<file path="src/rtl/ps2_keymap_if.sv">
// Scan-code byte stream in, Hack KBD word out, between the PS/2 receiver
// and the keyboard register.
interface ps2_keymap_if;
    logic [7:0]  iCODE;
    logic        iSTB;
    logic [15:0] oKEY;
    logic        oPRESS;
    logic        oCAPS;

    modport master (output iCODE, iSTB, input oKEY, oPRESS, oCAPS);
    modport slave  (input iCODE, iSTB, output oKEY, oPRESS, oCAPS);
endinterface

</file>
<file path="src/rtl/ps2_keymap.sv">
// PS/2 set-2 scan-code decoder feeding the Hack KBD register: tracks E0/F0/E1
// prefixes, shift and caps-lock, and holds the code of the currently pressed key.
module ps2_keymap #(
    parameter int PAUSE_SKIP = 7
) (
    input  logic         iCLK,
    input  logic         iRST_N,
    ps2_keymap_if.slave  kbd
);

    localparam int CNT_W = (PAUSE_SKIP < 2) ? 1 : $clog2(PAUSE_SKIP + 1);

    localparam logic [7:0] PFX_EXT   = 8'hE0;
    localparam logic [7:0] PFX_BRK   = 8'hF0;
    localparam logic [7:0] PFX_PAUSE = 8'hE1;
    localparam logic [7:0] SC_LSHIFT = 8'h12;
    localparam logic [7:0] SC_RSHIFT = 8'h59;
    localparam logic [7:0] SC_CAPS   = 8'h58;

    typedef enum logic [2:0] {
        ST_IDLE,
        ST_EXT,
        ST_BRK,
        ST_EXT_BRK,
        ST_SKIP
    } state_e;

    // lo/hi are the unshifted/shifted values; lo == 0 means unmapped
    typedef struct packed {
        logic       letter;
        logic [7:0] lo;
        logic [7:0] hi;
    } map_t;

    function automatic map_t map_code(input logic [7:0] code, input logic ext);
        map_t m;
        m = '0;
        if (ext) begin
            case (code)
                8'h6B:   m.lo = 8'd130;
                8'h75:   m.lo = 8'd131;
                8'h74:   m.lo = 8'd132;
                8'h72:   m.lo = 8'd133;
                8'h6C:   m.lo = 8'd134;
                8'h69:   m.lo = 8'd135;
                8'h7D:   m.lo = 8'd136;
                8'h7A:   m.lo = 8'd137;
                8'h70:   m.lo = 8'd138;
                8'h71:   m.lo = 8'd139;
                8'h5A:   m.lo = 8'd128;
                default: m.lo = 8'd0;
            endcase
            m.hi = m.lo;
        end else begin
            case (code)
                8'h1C: m.lo = 8'd97;
                8'h32: m.lo = 8'd98;
                8'h21: m.lo = 8'd99;
                8'h23: m.lo = 8'd100;
                8'h24: m.lo = 8'd101;
                8'h2B: m.lo = 8'd102;
                8'h34: m.lo = 8'd103;
                8'h33: m.lo = 8'd104;
                8'h43: m.lo = 8'd105;
                8'h3B: m.lo = 8'd106;
                8'h42: m.lo = 8'd107;
                8'h4B: m.lo = 8'd108;
                8'h3A: m.lo = 8'd109;
                8'h31: m.lo = 8'd110;
                8'h44: m.lo = 8'd111;
                8'h4D: m.lo = 8'd112;
                8'h15: m.lo = 8'd113;
                8'h2D: m.lo = 8'd114;
                8'h1B: m.lo = 8'd115;
                8'h2C: m.lo = 8'd116;
                8'h3C: m.lo = 8'd117;
                8'h2A: m.lo = 8'd118;
                8'h1D: m.lo = 8'd119;
                8'h22: m.lo = 8'd120;
                8'h35: m.lo = 8'd121;
                8'h1A: m.lo = 8'd122;
                8'h45: begin m.lo = 8'd48; m.hi = 8'd41;  end
                8'h16: begin m.lo = 8'd49; m.hi = 8'd33;  end
                8'h1E: begin m.lo = 8'd50; m.hi = 8'd64;  end
                8'h26: begin m.lo = 8'd51; m.hi = 8'd35;  end
                8'h25: begin m.lo = 8'd52; m.hi = 8'd36;  end
                8'h2E: begin m.lo = 8'd53; m.hi = 8'd37;  end
                8'h36: begin m.lo = 8'd54; m.hi = 8'd94;  end
                8'h3D: begin m.lo = 8'd55; m.hi = 8'd38;  end
                8'h3E: begin m.lo = 8'd56; m.hi = 8'd42;  end
                8'h46: begin m.lo = 8'd57; m.hi = 8'd40;  end
                8'h4E: begin m.lo = 8'd45; m.hi = 8'd95;  end
                8'h55: begin m.lo = 8'd61; m.hi = 8'd43;  end
                8'h54: begin m.lo = 8'd91; m.hi = 8'd123; end
                8'h5B: begin m.lo = 8'd93; m.hi = 8'd125; end
                8'h4C: begin m.lo = 8'd59; m.hi = 8'd58;  end
                8'h52: begin m.lo = 8'd39; m.hi = 8'd34;  end
                8'h41: begin m.lo = 8'd44; m.hi = 8'd60;  end
                8'h49: begin m.lo = 8'd46; m.hi = 8'd62;  end
                8'h4A: begin m.lo = 8'd47; m.hi = 8'd63;  end
                8'h0E: begin m.lo = 8'd96; m.hi = 8'd126; end
                8'h5D: begin m.lo = 8'd92; m.hi = 8'd124; end
                8'h29: m.lo = 8'd32;
                8'h0D: m.lo = 8'd9;
                8'h5A: m.lo = 8'd128;
                8'h66: m.lo = 8'd129;
                8'h76: m.lo = 8'd140;
                8'h05: m.lo = 8'd141;
                8'h06: m.lo = 8'd142;
                8'h04: m.lo = 8'd143;
                8'h0C: m.lo = 8'd144;
                8'h03: m.lo = 8'd145;
                8'h0B: m.lo = 8'd146;
                8'h83: m.lo = 8'd147;
                8'h0A: m.lo = 8'd148;
                8'h01: m.lo = 8'd149;
                8'h09: m.lo = 8'd150;
                8'h78: m.lo = 8'd151;
                8'h07: m.lo = 8'd152;
                default: m.lo = 8'd0;
            endcase
            // Letters are the only entries in 97..122, so the range identifies them
            m.letter = (m.lo >= 8'd97) && (m.lo <= 8'd122);
            if (m.letter) begin
                m.hi = m.lo - 8'd32;
            end else if (m.hi == 8'd0) begin
                m.hi = m.lo;
            end
        end
        return m;
    endfunction

    state_e             state_q, state_d;
    logic [CNT_W-1:0]   cnt_q, cnt_d;
    logic               lshift_q, lshift_d;
    logic               rshift_q, rshift_d;
    logic               caps_q, caps_d;
    logic [7:0]         key_q, key_d;
    logic               press_q, press_d;

    logic               do_make;
    logic               do_break;
    logic               ext;
    logic               upper;
    logic               mapped;
    logic               held_match;
    logic [7:0]         map_val;
    map_t               map_cur;

    always_ff @(posedge iCLK or negedge iRST_N) begin
        if (!iRST_N) begin
            state_q  <= ST_IDLE;
            cnt_q    <= '0;
            lshift_q <= 1'b0;
            rshift_q <= 1'b0;
            caps_q   <= 1'b0;
            key_q    <= 8'd0;
            press_q  <= 1'b0;
        end else begin
            state_q  <= state_d;
            cnt_q    <= cnt_d;
            lshift_q <= lshift_d;
            rshift_q <= rshift_d;
            caps_q   <= caps_d;
            key_q    <= key_d;
            press_q  <= press_d;
        end
    end

    always_comb begin
        state_d = state_q;
        cnt_d   = cnt_q;
        if (kbd.iSTB) begin
            case (state_q)
                ST_IDLE: begin
                    if (kbd.iCODE == PFX_EXT) begin
                        state_d = ST_EXT;
                    end else if (kbd.iCODE == PFX_BRK) begin
                        state_d = ST_BRK;
                    end else if (kbd.iCODE == PFX_PAUSE && PAUSE_SKIP > 0) begin
                        state_d = ST_SKIP;
                        cnt_d   = CNT_W'(PAUSE_SKIP);
                    end
                end
                ST_EXT:     state_d = (kbd.iCODE == PFX_BRK) ? ST_EXT_BRK : ST_IDLE;
                ST_BRK:     state_d = ST_IDLE;
                ST_EXT_BRK: state_d = ST_IDLE;
                ST_SKIP: begin
                    cnt_d = cnt_q - CNT_W'(1);
                    if (cnt_q <= CNT_W'(1)) begin
                        state_d = ST_IDLE;
                    end
                end
                default:    state_d = ST_IDLE;
            endcase
        end
    end

    always_comb begin
        do_make  = 1'b0;
        do_break = 1'b0;
        ext      = 1'b0;
        if (kbd.iSTB) begin
            case (state_q)
                ST_IDLE: do_make = (kbd.iCODE != PFX_EXT) && (kbd.iCODE != PFX_BRK)
                                   && (kbd.iCODE != PFX_PAUSE);
                ST_EXT: begin
                    ext     = 1'b1;
                    do_make = (kbd.iCODE != PFX_BRK);
                end
                ST_BRK:  do_break = 1'b1;
                ST_EXT_BRK: begin
                    ext      = 1'b1;
                    do_break = 1'b1;
                end
                default: ;
            endcase
        end

        map_cur = map_code(kbd.iCODE, ext);
        mapped  = (map_cur.lo != 8'd0);
        upper   = map_cur.letter ? ((lshift_q | rshift_q) ^ caps_q) : (lshift_q | rshift_q);
        map_val = upper ? map_cur.hi : map_cur.lo;
        // A letter break clears the held key whichever case it was pressed in
        held_match = mapped && (map_cur.letter ? ((key_q == map_cur.lo) || (key_q == map_cur.hi))
                                               : (key_q == map_val));

        lshift_d = lshift_q;
        rshift_d = rshift_q;
        caps_d   = caps_q;
        key_d    = key_q;
        press_d  = 1'b0;

        if (do_make) begin
            if (!ext && kbd.iCODE == SC_LSHIFT) begin
                lshift_d = 1'b1;
            end else if (!ext && kbd.iCODE == SC_RSHIFT) begin
                rshift_d = 1'b1;
            end else if (!ext && kbd.iCODE == SC_CAPS) begin
                caps_d = ~caps_q;
            end else if (mapped) begin
                key_d   = map_val;
                press_d = 1'b1;
            end
        end else if (do_break) begin
            if (!ext && kbd.iCODE == SC_LSHIFT) begin
                lshift_d = 1'b0;
            end else if (!ext && kbd.iCODE == SC_RSHIFT) begin
                rshift_d = 1'b0;
            end else if (held_match) begin
                key_d = 8'd0;
            end
        end
    end

    assign kbd.oKEY   = {8'h00, key_q};
    assign kbd.oPRESS = press_q;
    assign kbd.oCAPS  = caps_q;

endmodule

</file>
<file path="src/flat_wrapper.sv">
// flat-port wrapper written by rule: the top's interface ports become plain ports
module ps2_keymap_flat 
#(
    parameter int PAUSE_SKIP = 7
)
  (iCLK, iRST_N, kbd_iCODE, kbd_iSTB, kbd_oKEY, kbd_oPRESS, kbd_oCAPS);
  ps2_keymap_if kbd_i ();
  input  logic iCLK;
  input  logic iRST_N;
  input wire logic [$bits(kbd_i.iCODE)-1:0] kbd_iCODE;
  input wire logic [$bits(kbd_i.iSTB)-1:0] kbd_iSTB;
  output wire logic [$bits(kbd_i.oKEY)-1:0] kbd_oKEY;
  output wire logic [$bits(kbd_i.oPRESS)-1:0] kbd_oPRESS;
  output wire logic [$bits(kbd_i.oCAPS)-1:0] kbd_oCAPS;
  assign kbd_i.iCODE = kbd_iCODE;
  assign kbd_i.iSTB = kbd_iSTB;
  assign kbd_oKEY = kbd_i.oKEY;
  assign kbd_oPRESS = kbd_i.oPRESS;
  assign kbd_oCAPS = kbd_i.oCAPS;
  ps2_keymap #(.PAUSE_SKIP(PAUSE_SKIP)) u_core (.iCLK(iCLK), .iRST_N(iRST_N), .kbd(kbd_i));
endmodule
</file>
<file path="config.mk">
export PLATFORM = sky130hd
export DESIGN_NAME = ps2_keymap_flat
export DESIGN_NICKNAME = d
export VERILOG_FILES = /design/src/rtl/ps2_keymap_if.sv /design/src/rtl/ps2_keymap.sv /design/src/flat_wrapper.sv
export SDC_FILE = /design/constraint.sdc
export NUM_CORES = 1
export LEC_CHECK = 0
export ABC_AREA = 1
export CAP_MARGIN = 0
export CORE_UTILIZATION = 60
export DETAILED_ROUTE_END_ITERATION = 12
export DONT_BUFFER_PORTS = 1
export GPL_ROUTABILITY_DRIVEN = 0
export GPL_TIMING_DRIVEN = 1
export PLACE_DENSITY = 0.79
export SKIP_LAST_GASP = 1
export SLEW_MARGIN = 40
export SYNTH_ARGS = -nofsm -noshare
export SYNTH_HDL_FRONTEND = slang
export SYNTH_SLANG_ARGS = --single-unit
export TNS_END_PERCENT = 1
</file>
<file path="constraint.sdc">
create_clock -name iCLK -period 4.2 [get_ports iCLK]
set_input_delay 1.05 -clock iCLK [delete_from_list [all_inputs] [get_ports iCLK]]
set_output_delay 1.05 -clock iCLK [all_outputs]
set_load 0.03 [all_outputs]
</file>
After elaboration in Yosys (flattened, before gate mapping). Index checks and enable logic that the tools add are counted.

Register bits: 18. Bits of input ports: 11. Word-level logic and storage cells: 197.

Add/subtract/negate cells: 2. Order comparisons: 3. Eq/ne operators: 105. Multiplexer cells: 52. Bitwise logic cells: 5. Reduce and logical (&&, ||, !) cells: 23.

Operator list (number): $pmux 8 s64 (1); $eq 8x7->1 const B (33); $eq 8x6->1 const B (23); $pmux 7 s21 (1); $mux 8 (14); $pmux 8 s11 (1); $eq 8x5->1 const B (8); $eq 8x4->1 const B (6); $eq 8x3->1 const B (4); $eq 8x8->1 const B (4); $eq 8x8->1 (3); $ne 2x2->1 const B (12); $ne 8x8->1 const B (3); $mux 1 (23); $mux 3 (7); $mux 16 (1); $reduce_and 5->1 (2); $pmux 3 s3 (1); $eq 8x1->1 const B (1); $eq 8x2->1 const B (1); $ge 8x7->1 const B (1); $le 8x7->1 const B (1); $logic_not 8->1 (1); $reduce_and 8->1 (1); other kinds (23) (37).

Longest topological paths before layout. Gate-level depths: netlist of run 1.

Word-level depth: 18. Depth in mapped cells: 28. Depth with buffers taken out: 27.

Worst setup path before layout of run 1. Ideal clock, no wire load.

Path type: input-to-reg. Start point: input port kbd_iCODE[6]. End point: register u_core.key_q[4]. Arrival time: 3243 ps. Slack: 838 ps. Stages on the path: 25. Path buffers: 0. Path through: nor2_1 -> nand2_1 -> inv_1 -> nand2_1 -> nand2_1 -> nor2_1 -> nand2_1 -> nor2_1 -> nand3_1 -> inv_1 -> ha_1 -> nand2_1 -> nand3_1 -> nand2_1 -> nand2_1 -> inv_1 -> nand3_1 -> nor2_1 -> nand2_1 -> a21oi_1 -> nand2_1 -> nand2_1 -> nand2_2 -> nand2_1 -> nand2_1.

Word-level cells in the longest chain between the ends: 13. Elaborated cells between the ends (all ways): 124.

Ends and longest elaborated chain: start, declared (line flat_wrapper.sv:10) `input wire logic [$bits(kbd_i.iCODE)-1:0] kbd_iCODE;`; $eq 8x3->1 (tied with other cells) (line ps2_keymap.sv:55) `case (code)`; $pmux 8 s64 / $pmux 7 s21 (equally long branches) (line ps2_keymap.sv:55); $mux 8 (line ps2_keymap.sv:38) `if (ext) begin`; $ge 8x7->1 (tied with other cells) (line ps2_keymap.sv:123) `m.letter = (m.lo >= 8'd97) && (m.lo <= 8'd122);`; $logic_and 1x1->1 / $mux 8 (equally long branches) (line ps2_keymap.sv:123, ps2_keymap.sv:126); $mux 8 / $mux 1 (equally long branches) (line ps2_keymap.sv:124, ps2_keymap.sv:38); $mux 16 / $mux 1 (equally long branches) (line ps2_keymap.sv:38, ps2_keymap.sv:222); $mux 8 / $eq 8x8->1 (equally long branches) (line ps2_keymap.sv:223, ps2_keymap.sv:225); $eq 8x8->1 (tied with other cells) (line ps2_keymap.sv:226) `: (key_q == map_val));`; $mux 1 / $mux 8 (equally long branches) (line ps2_keymap.sv:225, ps2_keymap.sv:239); $logic_and 1x1->1 / $mux 8 (equally long branches) (line ps2_keymap.sv:225, ps2_keymap.sv:237); $reduce_bool 2->1 (no source line) / $mux 8 (equally long branches); $reduce_and 8->1 (no source line) / $mux 8 (equally long branches); end signal, assigned (line ps2_keymap.sv:165) `key_q <= key_d;`; end, declared (line ps2_keymap.sv:138) `logic [7:0] key_q, key_d;`.

Several ways; a longest one is shown, not always the timed one. The select of a mux whose other input is x is not followed. A chain may end at the register's enable or synchronous reset.

Worst setup path in the final report of run 1.
Start point: input port kbd_iCODE[4]. End point: register u_core.key_q[1].

Same word-level chain as after synthesis.

==> metrics.cfg, run 1 <==
[setup_path]
cp-start-kind=primary input
slowest_delay_ns=0.62
crit_path_frequent_cell=nand2_1
critPathCaptureType=flop
path_class=primary input to flop
critPathMaxFanout=11
cp.arrival_ns=4.01
crit_slowest_cell=nor2_1
cp_data_required_time_ns=4.35

[clocking]
cts.repair.resized=0
tritoncts=yes
cts.sinks=18
clkTransAtPathRegs_ns=0.07
clk_path_buf_depth=2
insertion_delay_ns=0.26
htree_levels=1
ctsRootBufferMaster=clkbuf_8
cts_buffers=3
post_cts_buffers=0
ctsHoldBuffers=0

[power_and_ir_drop]
p_leak_nw=2.179
cellPowerDensity_nw_per_um2=313.0
p_total_w=0.001063
peakVddDrop_uv=321.0

[synth]
synth_area_leaders=nand2_1 32%, nor2_1 16%, dfrtp_1 14%
ys_ff_latch=18
synth_enable_flop_cells=0
synth_seq_area_share=0.1360
ys_async_sr_fraction=1.000
syn_inst=677
yosys_warnings=0
ys_types=29
synth_largest_area_cell=nand2_1
synth_area_um2=3313
netlist.area_leader.share=0.3206
synthFlopType=dfrtp_1
synth.avg_cell_area_um2=4.894

[route]
drt_iter0_drc=694
viasPerCell=5.793
avgRoutedWirePerCell_um=13.52
drt_first_pass_iters=6
drt-total-wl_um=10100
drcViolationCount=0
ant_nets=0
vias=4327

[die]
initial_utilization=0.6365
dieArea_um2=5823
die_w_um=76.31
rows=26
boundaryPins=29
fp.dieH_um=76.31
coreArea_um2=5205

[layout]
layout_commonest_cell=nand2_1
stdcell_area_um2=3396
finish.utilization=0.6524
instances_no_fill=747
num_antenna_cells=0
area_growth_pct=2.493
layout-drive-gt1-share=0.05908
nets=692
final_cell_mix=283 x nand2_1, 141 x nor2_1, 73 x nand3_1

[timing]
period_minus_slack_ns=3.855
finalSetupViolCount=0
relSlewSlack=0.4736
finalCritPeriodShare=0.9180
fmax_ghz=0.2594
finalHoldViolations=0
clock_skew_ns=0.003466
finalMaxSlewViolations=0
tightest_slew_ns=0.7867
rsz0062_at_grt=no
tns_ns=0

[place]
dpl_cell_area_um2=3341
dp_hpwl_um=8158
port_buffers=0
dpl.cell_count=743

[status]
status=finished clean

[worst_hold_path]
hold_class=primary input to async pin

[job]
drv_cap=0

[grt]
antenna_found_initial=0
grt_remaining_overflow=0
grt_pass1_vias=3969
grt_max_degree=19
grt.total_usage=0.3569
grt_pass1_wl_um=17020

[registers in the layout (all words and copies together) (netlist names)]
| register | cells |
|---|---|
| u_core.cnt_q | 3 |
| u_core.rshift_q | 1 |
| u_core.lshift_q | 1 |
| u_core.state_q | 3 |
| u_core.key_q | 8 |
| u_core.kbd.oPRESS | 1 |
| u_core.kbd.oCAPS | 1 |
[cell type report]
| cell class | count | area [µm²] |
|---|---|---|
| tap | 70 | 87.58 |
| sequential | 18 | 450.4 |
| timing repair buffer | 3 | 22.52 |
| clock buffer | 4 | 55.05 |
| fill | 519 | 1809 |
| multi-input combinational | 593 | 2559 |
| inverter | 59 | 221.5 |
[critical path: cells and delay by family]
| kind | cells | cell delay [ns] |
|---|---|---|
| buffers and inverters | 3 | 0.20 |
| adders and majority gates | 1 | 0.27 |
| AOI/OAI and AO/OA | 1 | 0.12 |
| and+or+nand+nor | 20 | 2.37 |
[path summary, 6_finish.rpt]
path,startpoint,endpoint,slack (ns),cells after the start
max,kbd_iCODE[4],u_core.key_q[1]$_DFFE_PN0P_,0.34,25
min,iRST_N,u_core.key_q[5]$_DFFE_PN0P_,0.48,0
max reg2reg,u_core.state_q[2]$_DFFE_PN0P_,u_core.key_q[1]$_DFFE_PN0P_,1.14,21
min reg2reg,u_core.rshift_q$_DFFE_PN0P_,u_core.rshift_q$_DFFE_PN0P_,0.49,2
max in group asynchronous,iRST_N,u_core.state_q[1]$_DFFE_PN0P_,3.65,0
min in group iCLK,u_core.rshift_q$_DFFE_PN0P_,u_core.rshift_q$_DFFE_PN0P_,0.49,2
[cell usage after synthesis (3+ instances only)]
cell / instances
nand2_1: 283
nor2_1: 141
nand3_1: 73
inv_1: 49
dfrtp_1: 18
o21ai_0: 18
nand2_2: 12
nand4_1: 11
buf_4: 9
nor3_1: 9
a21oi_1: 8
inv_2: 8
nor2_2: 7
buf_6: 3
ha_1: 3
nand3b_1: 3
nor2_4: 3
xor2_1: 3
[per-layer routing]
layer,vias up,part of all wire,global-route usage
met1,1853,0.41,0.4493
met4,0,0.044,0.1308
li1,2123,-,-
met5,-,0,0
met3,66,0.12,0.09341
met2,285,0.42,0.5838
[stage by stage]
step | hold slack (ns) | setup WS, ns
4_1_cts | 0.4768 | 0.4497
6_report | 0.4792 | 0.3446
2_1_floorplan | 0.4525 | 0.8380
5_1_grt | 0.4647 | 0.003983
3_5_place_dp | 0.4777 | 0.1934
3_3_place_gp | 0.4719 | 0.3798
[power by group]
group / internal (W) / switching (W) / total (W)
registers: 0.000233 / 0.000173 / 0.000406
logic: 0.000169 / 0.000343 / 0.000513
clock network: 0.0000834 / 0.0000605 / 0.000144
[cells by family after synthesis]
| kind of cell | Yosys count | synth area share |
|---|---|---|
| compound gates | 32 | 0.05212 |
| xor+xnor | 3 | 0.007932 |
| fa+ha+maj | 3 | 0.01133 |
| buf+inv | 73 | 0.09970 |
| flops | 18 | 0.1360 |
| mux | 1 | 0.003399 |
| other cells | 1 | 0.001132 |
| simple gates | 546 | 0.6884 |
No activity file was read; power rests on OpenSTA's default activity.
==> run 2, diff against run 1 <==
Settings changed: CORE_MARGIN set to 2.
==> metrics.cfg, run 2 (synthesis gave the netlist of run 1 again) <==
[setup_path]
crit_path_frequent_cell=nand2_1
crit_buf_inv=2  ; -1
crit_cells=26  ; +4.0%
crit_path_end=u_core.key_q[6]$_DFFE_PN0P_
r2r_end=u_core.key_q[6]$_DFFE_PN0P_
path_class=primary input to flop
cp-start-kind=primary input
r2r_slack_ns=1.15  ; about the same
cp-startpoint=kbd_iCODE[4]
cp.arrival_ns=4.04  ; +0.03 ns
slowest_delay_ns=0.63  ; about the same
rr_worst_depth=21  ; unchanged
cp_data_required_time_ns=4.35  ; about the same
critPathMaxFanout=11  ; unchanged
path_delay_family=simple AND/OR/NAND/NOR gates
critPathCaptureType=flop
r2r_start=u_core.state_q[2]$_DFFE_PN0P_
crit_slowest_cell=nor2_1

[route]
drt-total-wl_um=10230  ; +1.3%
vias=4437  ; +2.5%
avgRoutedWirePerCell_um=13.66  ; +1.0%
ant_nets=0  ; unchanged
drt_first_pass_iters=9  ; +3
drcViolationCount=0  ; unchanged
drt_iter0_drc=559  ; -19%
viasPerCell=5.924  ; +2.3%

[grt]
grt_remaining_overflow=0  ; unchanged
grt.total_usage=0.3418  ; -0.01508
grt_max_degree=19  ; unchanged
grt_pass1_wl_um=17120  ; +0.61%
antenna_found_initial=0  ; unchanged
grt_pass1_vias=3916  ; -1.3%

[layout]
layout-drive-gt1-share=0.05908  ; unchanged
nets=692  ; unchanged
layout_commonest_cell=nand2_1
nFillCells=545  ; +5.0%
num_antenna_cells=0  ; unchanged
stdcell_area_um2=3398  ; about the same
largest_reg_flops=8  ; unchanged
top_register=u_core.key_q
final_cell_mix=283 x nand2_1, 141 x nor2_1, 73 x nand3_1
area_growth_pct=2.568  ; about the same
top_regs=u_core.key_q (8), u_core.cnt_q (3), u_core.state_q (3)

[die]
fp.dieH_um=78.31  ; +2.6%
dieArea_um2=6132  ; +5.3%
coreArea_um2=5405  ; +3.8%
die_w_um=78.31  ; +2.6%
rows=27  ; +3.8%
initial_utilization=0.6130  ; -0.02358
boundaryPins=29  ; unchanged

[clocking]
htree_levels=1  ; unchanged
cts.sinks=18  ; unchanged
cts.repair.resized=0  ; unchanged
clk_path_buf_depth=2  ; unchanged
ctsHoldBuffers=0  ; unchanged
ctsRootBufferMaster=clkbuf_8
tritoncts=yes
post_cts_buffers=0  ; unchanged
clkTransAtPathRegs_ns=0.07  ; about the same
cts_buffers=3  ; unchanged
insertion_delay_ns=0.26  ; about the same

[worst_hold_path]
hold_class=primary input to async pin

[timing]
finalHoldViolations=0  ; unchanged
tightest_slew_ns=0.7945  ; +0.007897 ns
finalMaxSlewViolations=0  ; unchanged
finalCritPeriodShare=0.9242  ; +0.006205
rsz0062_at_grt=no
fmax_ghz=0.2576  ; -0.67%
relSlewSlack=0.4683  ; -0.005284
period_minus_slack_ns=3.881  ; +0.02606 ns
tns_ns=0  ; unchanged
clock_skew_ns=0.003482  ; +0.00001640 ns
finalSetupViolCount=0  ; unchanged

[place]
port_buffers=0  ; unchanged
dp_hpwl_um=8177  ; +0.23%
dpl_cell_area_um2=3343  ; about the same

[power_and_ir_drop]
p_leak_nw=2.179  ; unchanged
peakVddDrop_uv=305.1  ; -4.9%
cellPowerDensity_nw_per_um2=313.9  ; +0.29%

[status]
status=finished clean

[job]
drv_cap=0  ; unchanged

-- run 2: cell counts in the layout (fill, tap and decap cells not counted) --
Identical to the previous run, type by type.
-- run 2: cell type report --
class,instances,area [µm²],share of cell area
multi-input combinational,593,2559,0.7529
sequential,18,450.4,0.1325
inverter,59,221.5,0.06517
tap,72,90.09,0.02651
clock buffer,4,55.05,0.01620
timing repair buffer,3,22.52,0.006627
-- run 2: per-layer routing --
metal | vias up | part of all wire | track usage | wire (µm)
met5 | - | 0 | 0 | 0
met4 | 0 | 0.045 | 0.1105 | 460
met3 | 76 | 0.14 | 0.07241 | 1409
met2 | 325 | 0.43 | 0.5664 | 4439
met1 | 1916 | 0.38 | 0.4442 | 3920
li1 | 2120 | - | - | -
-- run 2: worst min-delay path by stage --
stage / start / to / slack [ns] / depth (start not counted)
detailed placement: u_core.cnt_q[2]$_DFFE_PN0P_ / u_core.cnt_q[2]$_DFFE_PN0P_ / 0.48 / 1
floorplan: u_core.cnt_q[2]$_DFFE_PN0P_ / u_core.cnt_q[2]$_DFFE_PN0P_ / 0.45 / 1
global placement: u_core.cnt_q[2]$_DFFE_PN0P_ / u_core.cnt_q[2]$_DFFE_PN0P_ / 0.47 / 1
CTS: iRST_N / u_core.key_q[4]$_DFFE_PN0P_ / 0.48 / 0
global route: iRST_N / u_core.key_q[4]$_DFFE_PN0P_ / 0.47 / 0
finish: iRST_N / u_core.key_q[4]$_DFFE_PN0P_ / 0.47 / 0
-- run 2: where the power goes --
part / switching (W) / total (W) / internal (W)
clock network: 0.0000629 / 0.000146 / 0.0000835
logic: 0.000345 / 0.000514 / 0.000169
registers: 0.000173 / 0.000406 / 0.000233
-- run 2: per-stage QoR --
step | util | cells | hold slack [ns] | worst slack (ns) | total power [W]
after floorplan | - | 684 | 0.4525 | 0.8380 | 0.0007982
after global placement | 0.6185 | 745 | 0.4702 | 0.3488 | 0.0008872
after detailed placement | 0.6185 | 745 | 0.4795 | 0.1843 | 0.0009088
after CTS | 0.6287 | 749 | 0.4756 | 0.4467 | 0.001054
after global routing | 0.6287 | 749 | 0.4672 | 0.03504 | 0.001160
final | 0.6287 | 749 | 0.4739 | 0.3185 | 0.001067
==> RTL edit: new RTL, settings of run 2 <==
Encoding of `state_e`: now one-hot (5 bits for 5 states).
--- a/src/rtl/ps2_keymap.sv
+++ b/src/rtl/ps2_keymap.sv
@@ -17,12 +17,12 @@
     localparam logic [7:0] SC_RSHIFT = 8'h59;
     localparam logic [7:0] SC_CAPS   = 8'h58;
 
-    typedef enum logic [2:0] {
-        ST_IDLE,
-        ST_EXT,
-        ST_BRK,
-        ST_EXT_BRK,
-        ST_SKIP
+    typedef enum logic [4:0] {
+        ST_IDLE    = 5'b00001,
+        ST_EXT     = 5'b00010,
+        ST_BRK     = 5'b00100,
+        ST_EXT_BRK = 5'b01000,
+        ST_SKIP    = 5'b10000
     } state_e;
 
     // lo/hi are the unshifted/shifted values; lo == 0 means unmapped
Behaviour: no difference found for any inputs over 4 cycles, from zero or initial values and one cycle with iRST_N low; so few cycles prove little.
==> RTL edit against run 2 <==
  * Final area up 0.85%
  * Synthesized area up 0.42%
  * Register-to-register slack worse by 0.26 ns
  * Critical path depth down 2
  * Fmax down 0.83%
  * Routed wire length down 3.7%
  * Largest cell class unchanged
  * Power up 15%
  * Sequential cell count up 2
  * Worst setup slack worse by 0.032 ns
  * Largest power group unchanged
  * Synthesized cell count down 1.6%
  * Die area up 0.40%
==> RTL edit: results (changes against run 2) <==
| Metric | Value |
|---|---|
| Lkg Pwr | 2.224 nW (+2.1%) |
| Compound-cell area share of the yosys netlist | 0.05716 (+0.005050) |
| Status | completed |
| Reg2reg path depth | 20 (-4.8%) |
| Pre-antenna DRT Iters | 6 (-3) |
| Peak VDD IR | 317.7 µV (+4.1%) |
| Placed insts | 734 (-1.5%) |
| Synth top cells by count | nand2_1, nor2_1, nand3_1, inv_1, dfrtp_1 |
| Async set-or-reset flop fraction in the synthesized netlist | 1.000 (unchanged) |
| Worst rel slew slack | 0.5581 (+0.08975) |
| Pin count of the biggest net entering global routing | 21 (+2) |
| CTS Buf Count | 3 (unchanged) |
| Mux cell area share after synthesis | 0 (-0.003399) |
| Post-synthesis adder-cell area fraction | 0.01128 (-0.00004687) |
| CP Max Fanout | 13 (+2) |
| Initial drt markers | 482 (-14%) |
| Cells after Synth | 666 (-1.6%) |
| M1 GR Usage | 0.4000 (-0.04421) |
| Vias in the first global route | 3,844 (-1.8%) |
| Fraction of layout cells with a size suffix above 1 | 0.06607 (+0.006982) |
| Clock latency on the worst-skew pair | 0.27 ns |
| Clk_skew | 0.004068 ns (+0.0005853 ns) |
| Vias | 4,245 (-4.3%) |
| GRT Resource Usage Total | 0.3234 (-0.01841) |
| Yosys cell types | 32 (+10%) |
| Met2 GRT Util | 0.5586 (-0.007759) |
| Synth area leaders | nand2_1, dfrtp_1, nor2_1 |
| Arr. time, crit path | 4.08 ns (+0.04 ns) |
| Flop2flop setup slack | 0.89 ns (-0.26 ns) |
| Avg WL per Cell | 13.36 µm (-2.2%) |
| Detailed Route WL | 9.856 mm (-3.7%) |
| First-pass GRT wire length | 16.32 mm (-4.7%) |
| Dpl hpwl | 7.735 mm (-5.4%) |
| Post-Synth XOR/XNOR Area | 0.005265 (-0.002665) |
| Post-synthesis sequential area ratio | 0.1508 (+0.01486) |
| Largest registers | u_core.key_q x8, u_core.state_q x5, u_core.cnt_q x3 |
| Final nets | 681 (-1.6%) |
| M3 GR Usage | 0.05632 (-0.01609) |
| H-tree depth | 1 (unchanged) |
[RTL edit: kinds of logic after synthesis]
family / count (synthesis)
other cells: 1
compound gates: 34
buf+inv: 77
fa+ha+maj: 3
xor+xnor: 2
flops: 20
simple gates: 529
[RTL edit: path summary, 6_finish.rpt]
check | from | endpoint
min in group iCLK | u_core.lshift_q$_DFFE_PN0P_ | u_core.lshift_q$_DFFE_PN0P_
setup reg to reg | u_core.state_q[3]$_DFFE_PN0P_ | u_core.key_q[1]$_DFFE_PN0P_
max in group asynchronous | iRST_N | u_core.state_q[0]$_DFFE_PN1P_
hold / removal | iRST_N | u_core.kbd.oPRESS$_DFF_PN0_
setup / recovery | kbd_iCODE[7] | u_core.key_q[1]$_DFFE_PN0P_
hold reg to reg | u_core.lshift_q$_DFFE_PN0P_ | u_core.lshift_q$_DFFE_PN0P_
[RTL edit: cell type report]
class                   count  area [µm²]
clock inverters             1       30.03
multi-input cells         576        2505
repair buffers              3       22.52
flip-flops and latches     20       501.7
fillers                   542        2012
inverters                  63       236.5
clock buffers               3       41.29
well taps                  72       90.09
[RTL edit: layer usage]
| metal | vias up | share of wire |
|---|---|---|
| li1 | 2084 | - |
| met1 | 1837 | 0.40 |
| met2 | 272 | 0.45 |
| met3 | 52 | 0.11 |
| met4 | 0 | 0.041 |
| met5 | - | 0 |
[RTL edit: critical path, stage by stage]
cell	delay [ns]
inv_2	0.06
nand2_2	0.08
nor2_2	0.54
nand2_1	0.20
nand2_1	0.20
inv_1	0.06
nand2_1	0.07
nor2_1	0.05
nand3_1	0.14
inv_1	0.07
ha_1	0.20
nand3b_1	0.15
nand3_1	0.09
nand2_1	0.06
nand3_1	0.06
nand3_1	0.10
nor2_1	0.16
nand2_1	0.09
a21oi_1	0.19
nand2_1	0.10
nand2_1	0.08
nand2_2	0.11
nand2_1	0.11
nand2_1	0.05
[RTL edit: per-stage QoR]
stage          area [µm²]  setup slack, ns  hold slack, ns
6_report             3427           0.2861          0.4673
3_3_place_gp         3356           0.3018          0.4988
5_1_grt              3427          0.05946          0.4618
4_1_cts              3427           0.4492          0.4677
2_1_floorplan        3353           0.7825          0.4705
3_5_place_dp         3356           0.2313          0.5006
[RTL edit: where the power goes]
part	total [mW]	switching, mW	internal [mW]
Sequential	0.438	0.180	0.258
Combinational	0.594	0.398	0.197
Clock	0.199	0.0717	0.127
